### src/rtl/fb_pkg.sv
// -----------------------------------------------------------------------------
// fb_pkg
// Shared types and constants for the frame-buffer port arbiter.
//   state_t     : arbiter FSM states (IDLE, CMD, BURST)
//   req_t       : requester identity (REQ_CAM, REQ_VGA)
//   FRAME_WORDS : words in one frame at the default resolution
//   BANK0_BASE  : word base address of the first frame bank
// -----------------------------------------------------------------------------
package fb_pkg;

    typedef enum logic [1:0] {
        IDLE  = 2'd0,
        CMD   = 2'd1,
        BURST = 2'd2
    } state_t;

    typedef enum logic {
        REQ_CAM = 1'b0,
        REQ_VGA = 1'b1
    } req_t;

    localparam int ADDR_W_DEF     = 23;
    localparam int BURST_LEN_DEF  = 8;
    localparam int H_ACTIVE_DEF   = 640;
    localparam int V_ACTIVE_DEF   = 480;
    localparam int FRAME_WORDS    = H_ACTIVE_DEF * V_ACTIVE_DEF;
    localparam int BANK0_BASE     = 0;
    localparam int BANK1_BASE_DEF = 'h080000;

endpackage

### src/rtl/fb_arbiter_if.sv
// -----------------------------------------------------------------------------
// fb_arbiter_if
// Bundles the camera, VGA and SDRAM command-port signals of the arbiter.
//   master : arbiter side (consumes i_* requests, drives o_* grants/command)
//   slave  : environment side (camera FIFO, VGA prefetcher, SDRAM controller)
// Signal names keep the arbiter's point of view (i_ = into the arbiter).
// -----------------------------------------------------------------------------
interface fb_arbiter_if #(
    parameter int ADDR_W = 23
);
    logic              i_cam_req;
    logic              i_cam_frame_start;
    logic              o_cam_grant;
    logic              i_vga_req;
    logic              i_vga_urgent;
    logic              i_vga_frame_start;
    logic              o_vga_grant;
    logic              o_mem_cmd_valid;
    logic              i_mem_cmd_ready;
    logic              o_mem_cmd_we;
    logic [ADDR_W-1:0] o_mem_addr;
    logic              i_mem_done;

    modport master (
        input  i_cam_req, i_cam_frame_start, i_vga_req, i_vga_urgent,
               i_vga_frame_start, i_mem_cmd_ready, i_mem_done,
        output o_cam_grant, o_vga_grant, o_mem_cmd_valid, o_mem_cmd_we,
               o_mem_addr
    );

    modport slave (
        output i_cam_req, i_cam_frame_start, i_vga_req, i_vga_urgent,
               i_vga_frame_start, i_mem_cmd_ready, i_mem_done,
        input  o_cam_grant, o_vga_grant, o_mem_cmd_valid, o_mem_cmd_we,
               o_mem_addr
    );
endinterface

### src/rtl/fb_addr_gen.sv
// -----------------------------------------------------------------------------
// fb_addr_gen
// Burst offset counter for one stream (write or read) of the frame buffer.
//   i_clk, i_rst  : clock, asynchronous active-high reset
//   frameStart_i  : stream frame-start pulse
//   busy_i        : this stream currently owns the port (CMD or BURST)
//   done_i        : this stream's burst finished this cycle
//   bankNext_i    : bank this stream will use from the next cycle on
//   addrNext_o    : bank base + offset as it will be after this edge
// The arbiter latches addrNext_o when it issues a command, so a frame start
// landing in the same cycle as the arbitration decision is already honoured.
// -----------------------------------------------------------------------------
module fb_addr_gen
    import fb_pkg::*;
#(
    parameter int                ADDR_W      = 23,
    parameter int                BURST_LEN   = 8,
    parameter int                FRAME_WORDS = 307200,
    parameter logic [ADDR_W-1:0] BANK1_BASE  = 23'h080000
) (
    input  logic              i_clk,
    input  logic              i_rst,
    input  logic              frameStart_i,
    input  logic              busy_i,
    input  logic              done_i,
    input  logic              bankNext_i,
    output logic [ADDR_W-1:0] addrNext_o
);

    localparam logic [ADDR_W-1:0] LastOff = ADDR_W'(FRAME_WORDS - BURST_LEN);
    localparam logic [ADDR_W-1:0] Step    = ADDR_W'(BURST_LEN);

    logic [ADDR_W-1:0] offset_q, offset_d;
    logic              pending_q, pending_d;

    // A finished burst either advances the offset (wrapping after the last
    // burst of the frame) or, if a frame start arrived during the burst or
    // coincides with its end, restarts the frame at offset zero. A frame start
    // while the stream is idle clears the offset straight away.
    always_comb begin
        offset_d  = offset_q;
        pending_d = pending_q;
        if (done_i) begin
            pending_d = 1'b0;
            if (frameStart_i || pending_q) begin
                offset_d = '0;
            end else if (offset_q == LastOff) begin
                offset_d = '0;
            end else begin
                offset_d = offset_q + Step;
            end
        end else if (frameStart_i) begin
            if (busy_i) begin
                pending_d = 1'b1;
            end else begin
                offset_d = '0;
            end
        end
    end

    // Offset and pending-clear registers.
    always_ff @(posedge i_clk or posedge i_rst) begin
        if (i_rst) begin
            offset_q  <= '0;
            pending_q <= 1'b0;
        end else begin
            offset_q  <= offset_d;
            pending_q <= pending_d;
        end
    end

    // Bank select turns the offset into an absolute word address.
    assign addrNext_o = (bankNext_i ? BANK1_BASE : ADDR_W'(BANK0_BASE)) + offset_d;

endmodule

### src/rtl/fb_arbiter.sv
// -----------------------------------------------------------------------------
// fb_arbiter
// Shares the single SDRAM frame-buffer port between the camera write stream
// and the VGA read stream, one whole burst at a time.
//   i_clk, i_rst : clock, asynchronous active-high reset
//   bus          : fb_arbiter_if.master - requests, frame starts, grants and
//                  the SDRAM command port (valid/ready/we/addr/done)
// Optional feature macro: FB_DOUBLE_BUFFER_EN
//   defined   : camera and VGA use separate banks (0 and BANK1_BASE); VGA
//               always reads the last completely written bank
//   undefined : both streams share bank 0 (tearing possible)
// -----------------------------------------------------------------------------
module fb_arbiter
    import fb_pkg::*;
#(
    parameter int                ADDR_W     = ADDR_W_DEF,
    parameter int                BURST_LEN  = BURST_LEN_DEF,
    parameter int                H_ACTIVE   = H_ACTIVE_DEF,
    parameter int                V_ACTIVE   = V_ACTIVE_DEF,
    parameter logic [ADDR_W-1:0] BANK1_BASE = ADDR_W'(BANK1_BASE_DEF)
) (
    input  logic          i_clk,
    input  logic          i_rst,
    fb_arbiter_if.master  bus
);

    localparam int FrameWords = H_ACTIVE * V_ACTIVE;

    state_t            state_q, state_d;
    req_t              winner_q, winner_d;
    req_t              lastServed_q, lastServed_d;
    logic              camGrant_q, camGrant_d;
    logic              vgaGrant_q, vgaGrant_d;
    logic              cmdValid_q, cmdValid_d;
    logic              cmdWe_q, cmdWe_d;
    logic [ADDR_W-1:0] addr_q, addr_d;

    req_t              pick;
    logic              start;
    logic              camBusy, vgaBusy, camDone, vgaDone;
    logic [ADDR_W-1:0] wrAddrNext, rdAddrNext;
    logic              wrBank_d, rdBank_d;

    assign camBusy = (state_q != IDLE) && (winner_q == REQ_CAM);
    assign vgaBusy = (state_q != IDLE) && (winner_q == REQ_VGA);
    assign camDone = (state_q == BURST) && (winner_q == REQ_CAM) && bus.i_mem_done;
    assign vgaDone = (state_q == BURST) && (winner_q == REQ_VGA) && bus.i_mem_done;

`ifdef FB_DOUBLE_BUFFER_EN
    logic wrBank_q, rdBank_q, readyBank_q, readyBank_d;

    // Each camera frame start retires the bank just filled as the ready bank
    // and moves writing to the other one. VGA picks up the ready bank at its
    // own vsync, taking the freshly retired one if both pulses coincide, so it
    // never lands on the bank being written.
    always_comb begin
        wrBank_d    = wrBank_q;
        readyBank_d = readyBank_q;
        if (bus.i_cam_frame_start) begin
            readyBank_d = wrBank_q;
            wrBank_d    = ~wrBank_q;
        end
        rdBank_d = bus.i_vga_frame_start ? readyBank_d : rdBank_q;
    end

    // Bank registers.
    always_ff @(posedge i_clk or posedge i_rst) begin
        if (i_rst) begin
            wrBank_q    <= 1'b0;
            rdBank_q    <= 1'b0;
            readyBank_q <= 1'b0;
        end else begin
            wrBank_q    <= wrBank_d;
            rdBank_q    <= rdBank_d;
            readyBank_q <= readyBank_d;
        end
    end
`else
    assign wrBank_d = 1'b0;
    assign rdBank_d = 1'b0;
`endif

    fb_addr_gen #(
        .ADDR_W      (ADDR_W),
        .BURST_LEN   (BURST_LEN),
        .FRAME_WORDS (FrameWords),
        .BANK1_BASE  (BANK1_BASE)
    ) wrGen (
        .i_clk        (i_clk),
        .i_rst        (i_rst),
        .frameStart_i (bus.i_cam_frame_start),
        .busy_i       (camBusy),
        .done_i       (camDone),
        .bankNext_i   (wrBank_d),
        .addrNext_o   (wrAddrNext)
    );

    fb_addr_gen #(
        .ADDR_W      (ADDR_W),
        .BURST_LEN   (BURST_LEN),
        .FRAME_WORDS (FrameWords),
        .BANK1_BASE  (BANK1_BASE)
    ) rdGen (
        .i_clk        (i_clk),
        .i_rst        (i_rst),
        .frameStart_i (bus.i_vga_frame_start),
        .busy_i       (vgaBusy),
        .done_i       (vgaDone),
        .bankNext_i   (rdBank_d),
        .addrNext_o   (rdAddrNext)
    );

    // Arbitration and command sequencing. In IDLE an urgent VGA request wins
    // outright; otherwise a tie goes to whoever was not served last. The
    // decision is registered, so grant, valid, we and addr all appear together
    // in CMD and stay put until the controller accepts. Request changes after
    // the decision are ignored until the burst's done pulse returns to IDLE.
    always_comb begin
        state_d      = state_q;
        winner_d     = winner_q;
        lastServed_d = lastServed_q;
        camGrant_d   = camGrant_q;
        vgaGrant_d   = vgaGrant_q;
        cmdValid_d   = cmdValid_q;
        cmdWe_d      = cmdWe_q;
        addr_d       = addr_q;
        pick         = REQ_CAM;
        start        = 1'b0;
        case (state_q)
            IDLE: begin
                if (bus.i_vga_req && bus.i_vga_urgent) begin
                    pick  = REQ_VGA;
                    start = 1'b1;
                end else if (bus.i_cam_req && bus.i_vga_req) begin
                    pick  = (lastServed_q == REQ_VGA) ? REQ_CAM : REQ_VGA;
                    start = 1'b1;
                end else if (bus.i_cam_req) begin
                    pick  = REQ_CAM;
                    start = 1'b1;
                end else if (bus.i_vga_req) begin
                    pick  = REQ_VGA;
                    start = 1'b1;
                end
                if (start) begin
                    state_d    = CMD;
                    winner_d   = pick;
                    camGrant_d = (pick == REQ_CAM);
                    vgaGrant_d = (pick == REQ_VGA);
                    cmdValid_d = 1'b1;
                    cmdWe_d    = (pick == REQ_CAM);
                    addr_d     = (pick == REQ_CAM) ? wrAddrNext : rdAddrNext;
                end
            end
            CMD: begin
                if (bus.i_mem_cmd_ready) begin
                    state_d    = BURST;
                    cmdValid_d = 1'b0;
                end
            end
            BURST: begin
                if (bus.i_mem_done) begin
                    state_d      = IDLE;
                    camGrant_d   = 1'b0;
                    vgaGrant_d   = 1'b0;
                    lastServed_d = winner_q;
                end
            end
            default: begin
                state_d    = IDLE;
                camGrant_d = 1'b0;
                vgaGrant_d = 1'b0;
                cmdValid_d = 1'b0;
            end
        endcase
    end

    // State and registered outputs.
    always_ff @(posedge i_clk or posedge i_rst) begin
        if (i_rst) begin
            state_q      <= IDLE;
            winner_q     <= REQ_CAM;
            lastServed_q <= REQ_VGA;
            camGrant_q   <= 1'b0;
            vgaGrant_q   <= 1'b0;
            cmdValid_q   <= 1'b0;
            cmdWe_q      <= 1'b0;
            addr_q       <= '0;
        end else begin
            state_q      <= state_d;
            winner_q     <= winner_d;
            lastServed_q <= lastServed_d;
            camGrant_q   <= camGrant_d;
            vgaGrant_q   <= vgaGrant_d;
            cmdValid_q   <= cmdValid_d;
            cmdWe_q      <= cmdWe_d;
            addr_q       <= addr_d;
        end
    end

    assign bus.o_cam_grant     = camGrant_q;
    assign bus.o_vga_grant     = vgaGrant_q;
    assign bus.o_mem_cmd_valid = cmdValid_q;
    assign bus.o_mem_cmd_we    = cmdWe_q;
    assign bus.o_mem_addr      = addr_q;

endmodule

### src/flat_wrapper.sv
// flat-port wrapper written by rule: the top's interface ports become plain ports
module fb_arbiter_flat import fb_pkg::*;
#(
    parameter int                ADDR_W     = ADDR_W_DEF,
    parameter int                BURST_LEN  = BURST_LEN_DEF,
    parameter int                H_ACTIVE   = H_ACTIVE_DEF,
    parameter int                V_ACTIVE   = V_ACTIVE_DEF,
    parameter logic [ADDR_W-1:0] BANK1_BASE = ADDR_W'(BANK1_BASE_DEF)
)
  (i_clk, i_rst, bus_i_cam_req, bus_i_cam_frame_start, bus_i_vga_req, bus_i_vga_urgent, bus_i_vga_frame_start, bus_i_mem_cmd_ready, bus_i_mem_done, bus_o_cam_grant, bus_o_vga_grant, bus_o_mem_cmd_valid, bus_o_mem_cmd_we, bus_o_mem_addr);
  fb_arbiter_if #(.ADDR_W(ADDR_W)) bus_i ();
  input  logic i_clk;
  input  logic i_rst;
  input wire logic [$bits(bus_i.i_cam_req)-1:0] bus_i_cam_req;
  input wire logic [$bits(bus_i.i_cam_frame_start)-1:0] bus_i_cam_frame_start;
  input wire logic [$bits(bus_i.i_vga_req)-1:0] bus_i_vga_req;
  input wire logic [$bits(bus_i.i_vga_urgent)-1:0] bus_i_vga_urgent;
  input wire logic [$bits(bus_i.i_vga_frame_start)-1:0] bus_i_vga_frame_start;
  input wire logic [$bits(bus_i.i_mem_cmd_ready)-1:0] bus_i_mem_cmd_ready;
  input wire logic [$bits(bus_i.i_mem_done)-1:0] bus_i_mem_done;
  output wire logic [$bits(bus_i.o_cam_grant)-1:0] bus_o_cam_grant;
  output wire logic [$bits(bus_i.o_vga_grant)-1:0] bus_o_vga_grant;
  output wire logic [$bits(bus_i.o_mem_cmd_valid)-1:0] bus_o_mem_cmd_valid;
  output wire logic [$bits(bus_i.o_mem_cmd_we)-1:0] bus_o_mem_cmd_we;
  output wire logic [$bits(bus_i.o_mem_addr)-1:0] bus_o_mem_addr;
  assign bus_i.i_cam_req = bus_i_cam_req;
  assign bus_i.i_cam_frame_start = bus_i_cam_frame_start;
  assign bus_i.i_vga_req = bus_i_vga_req;
  assign bus_i.i_vga_urgent = bus_i_vga_urgent;
  assign bus_i.i_vga_frame_start = bus_i_vga_frame_start;
  assign bus_i.i_mem_cmd_ready = bus_i_mem_cmd_ready;
  assign bus_i.i_mem_done = bus_i_mem_done;
  assign bus_o_cam_grant = bus_i.o_cam_grant;
  assign bus_o_vga_grant = bus_i.o_vga_grant;
  assign bus_o_mem_cmd_valid = bus_i.o_mem_cmd_valid;
  assign bus_o_mem_cmd_we = bus_i.o_mem_cmd_we;
  assign bus_o_mem_addr = bus_i.o_mem_addr;
  fb_arbiter #(.ADDR_W(ADDR_W), .BURST_LEN(BURST_LEN), .H_ACTIVE(H_ACTIVE), .V_ACTIVE(V_ACTIVE), .BANK1_BASE(BANK1_BASE)) u_core (.i_clk(i_clk), .i_rst(i_rst), .bus(bus_i));
endmodule
### config.mk
export PLATFORM = sky130hd
export DESIGN_NAME = fb_arbiter_flat
export DESIGN_NICKNAME = d
export VERILOG_FILES = /design/src/rtl/fb_pkg.sv /design/src/rtl/fb_arbiter_if.sv /design/src/rtl/fb_addr_gen.sv /design/src/rtl/fb_arbiter.sv /design/src/flat_wrapper.sv
export SDC_FILE = /design/constraint.sdc
export NUM_CORES = 1
export LEC_CHECK = 0
export CAP_MARGIN = 15
export CORE_ASPECT_RATIO = 1.1
export CORE_UTILIZATION = 40
export DETAILED_ROUTE_END_ITERATION = 8
export SLEW_MARGIN = 20
export SYNTH_ARGS = -nofsm -noshare
export SYNTH_HDL_FRONTEND = slang
export SYNTH_SLANG_ARGS = --single-unit
### constraint.sdc
create_clock -name i_clk -period 3.1 [get_ports i_clk]
set_input_delay 0.62 -clock i_clk [delete_from_list [all_inputs] [get_ports i_clk]]
set_output_delay 0.62 -clock i_clk [all_outputs]
set_load 0.02 [all_outputs]
# ---- After elaboration in Yosys (flattened, before gate mapping)
# Index checks and enable logic that the tools add are counted.
dict set report totals {
  reg_bits 79
  in_bits 9
  output_inout_bits 27
  word_cells 87
}
dict set report op_classes {
  addsub 2
  n_eq_ne 7
  muxes 39
  bitwise_logic 4
  reduce_logical 23
}
# op n
set op_table {}
lappend op_table {{2-to-1 mux 23 bit} 11}
lappend op_table {{adder 23 x 4 -> 23 bit, second input constant} 2}
lappend op_table {{equality test 23 x 19 -> 1 bit, second input constant} 2}
lappend op_table {{2-to-1 mux 1 bit} 21}
lappend op_table {{nonzero test 2 bit} 5}
lappend op_table {{case mux 1 bit (3 select lines)} 3}
lappend op_table {{AND reduction 3 bit} 3}
lappend op_table {{logical AND 1 bit} 8}
lappend op_table {{AND reduction 2 bit} 4}
lappend op_table {{2-to-1 mux 2 bit} 3}
lappend op_table {{inequality test 2 bit, second input constant} 3}
lappend op_table {{case mux 2 bit (3 select lines)} 1}
lappend op_table {{inverter 1 bit} 4}
lappend op_table {{equality test 2 x 1 -> 1 bit, second input constant} 1}
lappend op_table {{equality test 2 bit, second input constant} 1}
lappend op_table {{zero test 2 bit} 1}
lappend op_table {{logical OR 1 bit} 2}

# ---- Longest topological paths before layout
dict set report logic_depth {
  depth_word 8
  depth_mapped 8
  depth_no_buf 6
}

# ---- By module
# A second synthesis with hierarchy kept.
dict set report unflattened {
  cells_unflattened 464
  area_unflattened_um2 4483.0
}
# mod instances cells_per_inst area_each_um2 seq_area_each_um2
set modules_own_cells {}
lappend modules_own_cells {fb_addr_gen 2 169 1490.2 600.6}
lappend modules_own_cells {fb_arbiter 1 126 1502.7 777.0}

# ---- Least setup slack after synthesis
# Ideal clock, no wire load.
dict set report synth_path {
  path_kind {input to register}
  from {input bus_i_vga_frame_start}
  to {register u_core.rdGen.offset_q[17]}
  setup_ps 121
  t_arrival_ps 1811
  required_ps 2979
  path_slack_ps 1168
  cell_stages 5
  n_path_buf 1
  cell_sequence {or3b_2 -> nand3_1 -> clkbuf_1 -> o21ai_0 -> a22o_1}
}
dict set report synth_between {
  elab_chain_len 3
  word_cells_on_any_way 4
  cone_classes {mux (3); reduce/logical (1)}
}
# item line_no
set synth_lines {}
lappend synth_lines {{start, declared} flat_wrapper.sv:18} ;# input wire logic [$bits(bus_i.i_vga_frame_start)-1:0] bus_i_vga_frame_start;
lappend synth_lines {{logical OR 1 bit} fb_addr_gen.sv:45} ;# if (frameStart_i || pending_q) begin
lappend synth_lines {{2-to-1 mux 23 bit} fb_addr_gen.sv:45}
lappend synth_lines {{2-to-1 mux 23 bit (*)} fb_addr_gen.sv:43} ;# if (done_i) begin
lappend synth_lines {{named net u_core.rdAddrNext[17]} fb_arbiter.sv:41} ;# logic [ADDR_W-1:0] wrAddrNext, rdAddrNext;
lappend synth_lines {{end signal, assigned} fb_addr_gen.sv:67} ;# offset_q <= offset_d;
lappend synth_lines {{end, declared} fb_addr_gen.sv:33} ;# logic [ADDR_W-1:0] offset_q, offset_d;
# Mark *: on every way through the listed nets, which the timed path passes. The rest lies on a longest branch.
# A chain may end at the register's enable or synchronous reset.

# ---- Worst setup path after layout
dict set report layout_path {
  from {input bus_i_mem_done}
  to {register u_core.wrGen.offset_q[6]}
}
dict set report layout_between {
  elab_chain_len 2
}
# item line_no
set layout_lines {}
lappend layout_lines {{start, declared} flat_wrapper.sv:20} ;# input wire logic [$bits(bus_i.i_mem_done)-1:0] bus_i_mem_done;
lappend layout_lines {{logical AND 1 bit} fb_arbiter.sv:46} ;# assign camDone = (state_q == BURST) && (winner_q == REQ_CAM) && bus.i_mem_done;
lappend layout_lines {{2-to-1 mux 23 bit} fb_addr_gen.sv:43}
lappend layout_lines {{named net u_core.wrAddrNext[6]} fb_arbiter.sv:41}
lappend layout_lines {{end signal, assigned} fb_addr_gen.sv:67}
lappend layout_lines {{end, declared} fb_addr_gen.sv:33}
# The timed path passes the listed nets, and every way through them passes these cells.

==> impl_results.md <==
- Initial core utilization: 42.1%
- Mapped Nets: 441
- Finished Layout Cells: 585
- Number of detailed-route iterations in the first pass: 7
- Layout filler cell count: 890
- Final Hold Viols: 0
- F_max: 409 MHz
- Critical-path maximum fanout: 18
- Final min period: 2.44 ns
- CTS buffer count: 9
- Crit path cell chain: clkdlybuf4s50_1, nand4bb_1, or3_1, a21oi_4, buf_4, a21oi_1, o2bb2ai_1
- Final wirelength: 10400 um
- Placed insts: 569
- Relative slew slack: 54.6%
- Synthesized flop and latch total: 79
- Drt wl/cell: 17.8 um
- First-pass GRT wire length: 17200 um
- Via/cell ratio: 5.95
- Routability cong.: 0.838
- DP Area: 4490 um^2
- Multi-input gate area: 1750 um^2
- Hold_sp: u_core.lastServed_q
- Antenna Nets Post-Route: 0
- Unrepaired setup endpoints after global routing: no
- CTS tree: built
- IO Pins: 36
- YS warnings: 0
- IO Port Bufs: 35
- Leak pwr: 0.00209 uW
- Flip-flop and latch area: 1980 um^2
- Setup WS post-layout: 0.655 ns
- Tcrit/Tclk final: 78.9%
- Site Rows: 37
- Global Route Usage Sum: 21.0%
- Status: finished, final reports clean
- Final Max Tran Viols: 0
- Chip height: 107 um
- Reg-to-Reg Start: u_core.state_q[1]
- Share of layout cells above drive strength 1: 9.19%
- CP endpoint kind: flip-flop
- Largest net degree at the start of global routing: 44
- Clk sinks: 79
- Number of synthesized flops with an enable pin: 0
- Layout Nets: 474
- Clk root buf: clkbuf_8
- Post-CTS Setup Inserts: 0
- Tightest Hold Check Type: reg -> reg
- CP Launch Point: bus_i_mem_done
- Core box area: 9540 um^2
- Clock-pin transition on the worst setup and hold timing paths: 0.08 ns
- Worst EP required: 3.37 ns
- Via count: 3478
- HPWL after DPL: 7290 um
- Setup TNS Final: 0 ns
- Ant diodes: 0
- Post-Place Setup Slack: 0.310 ns
- Worst slew pin tran: 0.681 ns
- CTS max path bufs: 2
- Main synth FF type: dfrtp_1
- # DRC: 0
- Max Cap Violations: 0
- Distinct cell type count after synthesis: 57
- Worst VDD drop: 0.267 mV
- Depth of the worst register-to-register path: 6
- Drt initial violations: 336
- Grt ovf: 0
- Initial antenna violation count: 0
- Mapped Cells: 430
- WHS Path Cells: 2
- Syn Std Cell Area: 4010 um^2
- Synth-to-Final Area Change: 17.5%
- Hold buffers post-CTS: 0
- Worst Path Arrival: 2.71 ns
- Die area: 10400 um^2
- Post_cts resized: 0
- Die X: 97.5 um
- H-tree levels: 3
- Slowest library cell on the worst path: clkdlybuf4s50_1
- Clk Latency, worst-skew pair: 0.34 ns
- Finished Cell Area: 4720 um^2
- Number of global-route vias before repair: 3212
- Final setup skew: 0.00836 ns
- Sequential area share after synthesis: 49.3%
- Max incr delay on CP: 0.60 ns
- Power per cell area: 588 nW/um^2
- Mean Syn Cell Area: 9.33 um^2
- Critical path class: in -> reg
- Ys async rst share: 100%
- Startpoint types: primary input
- # setup viols final: 0
-- stage by stage --
step	hold WS, ns	total power, uW	util, %
after floorplan	0.457	1660	-
after global placement	0.458	1890	47.0
after detailed placement	0.470	1910	47.0
after CTS	0.487	2800	49.5
after global routing	0.499	2930	49.5
final	0.485	2770	49.5
-- cells in the mapped netlist (2+ instances only) --
cell type | number | share of area [%]
nand4_1 | 8 | 1.2
nand3_1 | 25 | 3.1
a22o_1 | 5 | 1.1
nand2b_1 | 5 | 0.78
o2bb2ai_1 | 2 | 0.44
a31o_2 | 2 | 0.44
dfrtp_1 | 78 | 49
o21ai_1 | 7 | 0.87
nor2b_1 | 3 | 0.47
nor4b_1 | 3 | 0.65
or4_1 | 2 | 0.37
or3b_2 | 2 | 0.44
a22oi_1 | 3 | 0.56
buf_2 | 8 | 1.0
and3_1 | 6 | 0.94
or3_1 | 9 | 1.4
and4_1 | 5 | 1.1
clkbuf_1 | 10 | 0.94
nor3_2 | 2 | 0.50
buf_4 | 4 | 0.75
and2_1 | 4 | 0.62
nor3b_1 | 2 | 0.37
nor4_2 | 2 | 0.62
a31oi_1 | 21 | 3.3
a21oi_1 | 26 | 3.2
o21bai_1 | 2 | 0.37
a21o_1 | 2 | 0.37
ha_1 | 2 | 0.62
nor3_1 | 10 | 1.2
a222oi_1 | 20 | 5.0
inv_1 | 44 | 4.1
nand2_1 | 35 | 3.3
o22ai_1 | 3 | 0.47
a41oi_1 | 3 | 0.65
nor2_1 | 24 | 2.2
o21ai_0 | 20 | 2.5
-- sequential cells by signal, summed over array words and instances, names as in the netlist --
signal and flops:
u_core.bus.o_mem_addr 23, u_core.rdGen.offset_q 23, u_core.wrGen.offset_q 23, u_core.state_q 2, u_core.bus.o_cam_grant 1, u_core.bus.o_mem_cmd_valid 1
u_core.bus.o_mem_cmd_we 1, u_core.bus.o_vga_grant 1, u_core.lastServed_q 1, u_core.rdGen.pending_q 1, u_core.winner_q 1, u_core.wrGen.pending_q 1
-- logic make-up after synthesis --
group	count (synthesis)	share of synthesized area, %
muxes	1	0.249
and+or+nand+nor	155	21.2
AOI/OAI and AO/OA	125	21.4
buffers and inverters	68	7.20
adders and majority gates	2	0.623
DFF	79	49.3
-- path summary, 6_finish.rpt --
check,to,slack (ns)
setup reg to reg,u_core.wrGen.offset_q[6],0.85
hold reg to reg,u_core.lastServed_q,0.49
hold / removal,u_core.lastServed_q,0.49
setup / recovery,u_core.wrGen.offset_q[6],0.66
min in group asynchronous,u_core.bus.o_mem_cmd_valid,0.67
max in group asynchronous,u_core.rdGen.offset_q[19],1.78
-- critical path, delay by kind of cell --
| family | cells | cell delay (ns) |
|---|---|---|
| and+or+nand+nor | 2 | 0.60 |
| buffers and inverters | 2 | 0.86 |
| AOI/OAI and AO/OA | 3 | 0.63 |
-- where the power goes --
part           internal, uW  total [uW]  switching (uW)
registers              1100        1200             102
clock network           496         884             387
logic                   250         685             435
total                  1850        2770             925
-- routing by layer --
layer,GRT usage [%],wire (um)
met1,30.7,4970
met5,0,0
met4,5.36,54
met3,4.30,586
met2,31.8,4810
-- layout make-up --
class	count	share of cell area, %
Sequential cell	79	41.9
Multi-Input combinational cell	283	37.1
Timing Repair Buffer	46	9.44
Inverter	44	3.53
Clock buffer	11	3.21
Tap cell	117	3.10
Clock inverter	5	1.70
-- cells in the final DEF (no fill, tap or decap), types with 6 or more instances in the layout --
master | Yosys | routed
a21oi_1 | 26 | 26
clkdlybuf4s50_1 | 0 | 35
a222oi_1 | 20 | 20
nand2_1 | 35 | 35
dfrtp_1 | 78 | 78
a31oi_1 | 21 | 21
nor2_1 | 24 | 24
o21ai_1 | 7 | 6
inv_1 | 44 | 43
nor3_1 | 10 | 10
clkbuf_8 | 0 | 11
and3_1 | 6 | 6
nand4_1 | 8 | 8
buf_4 | 4 | 10
nand3_1 | 25 | 25
o21ai_0 | 20 | 20
or3_1 | 9 | 9
Note: power is estimated with default switching activity, not from simulation.
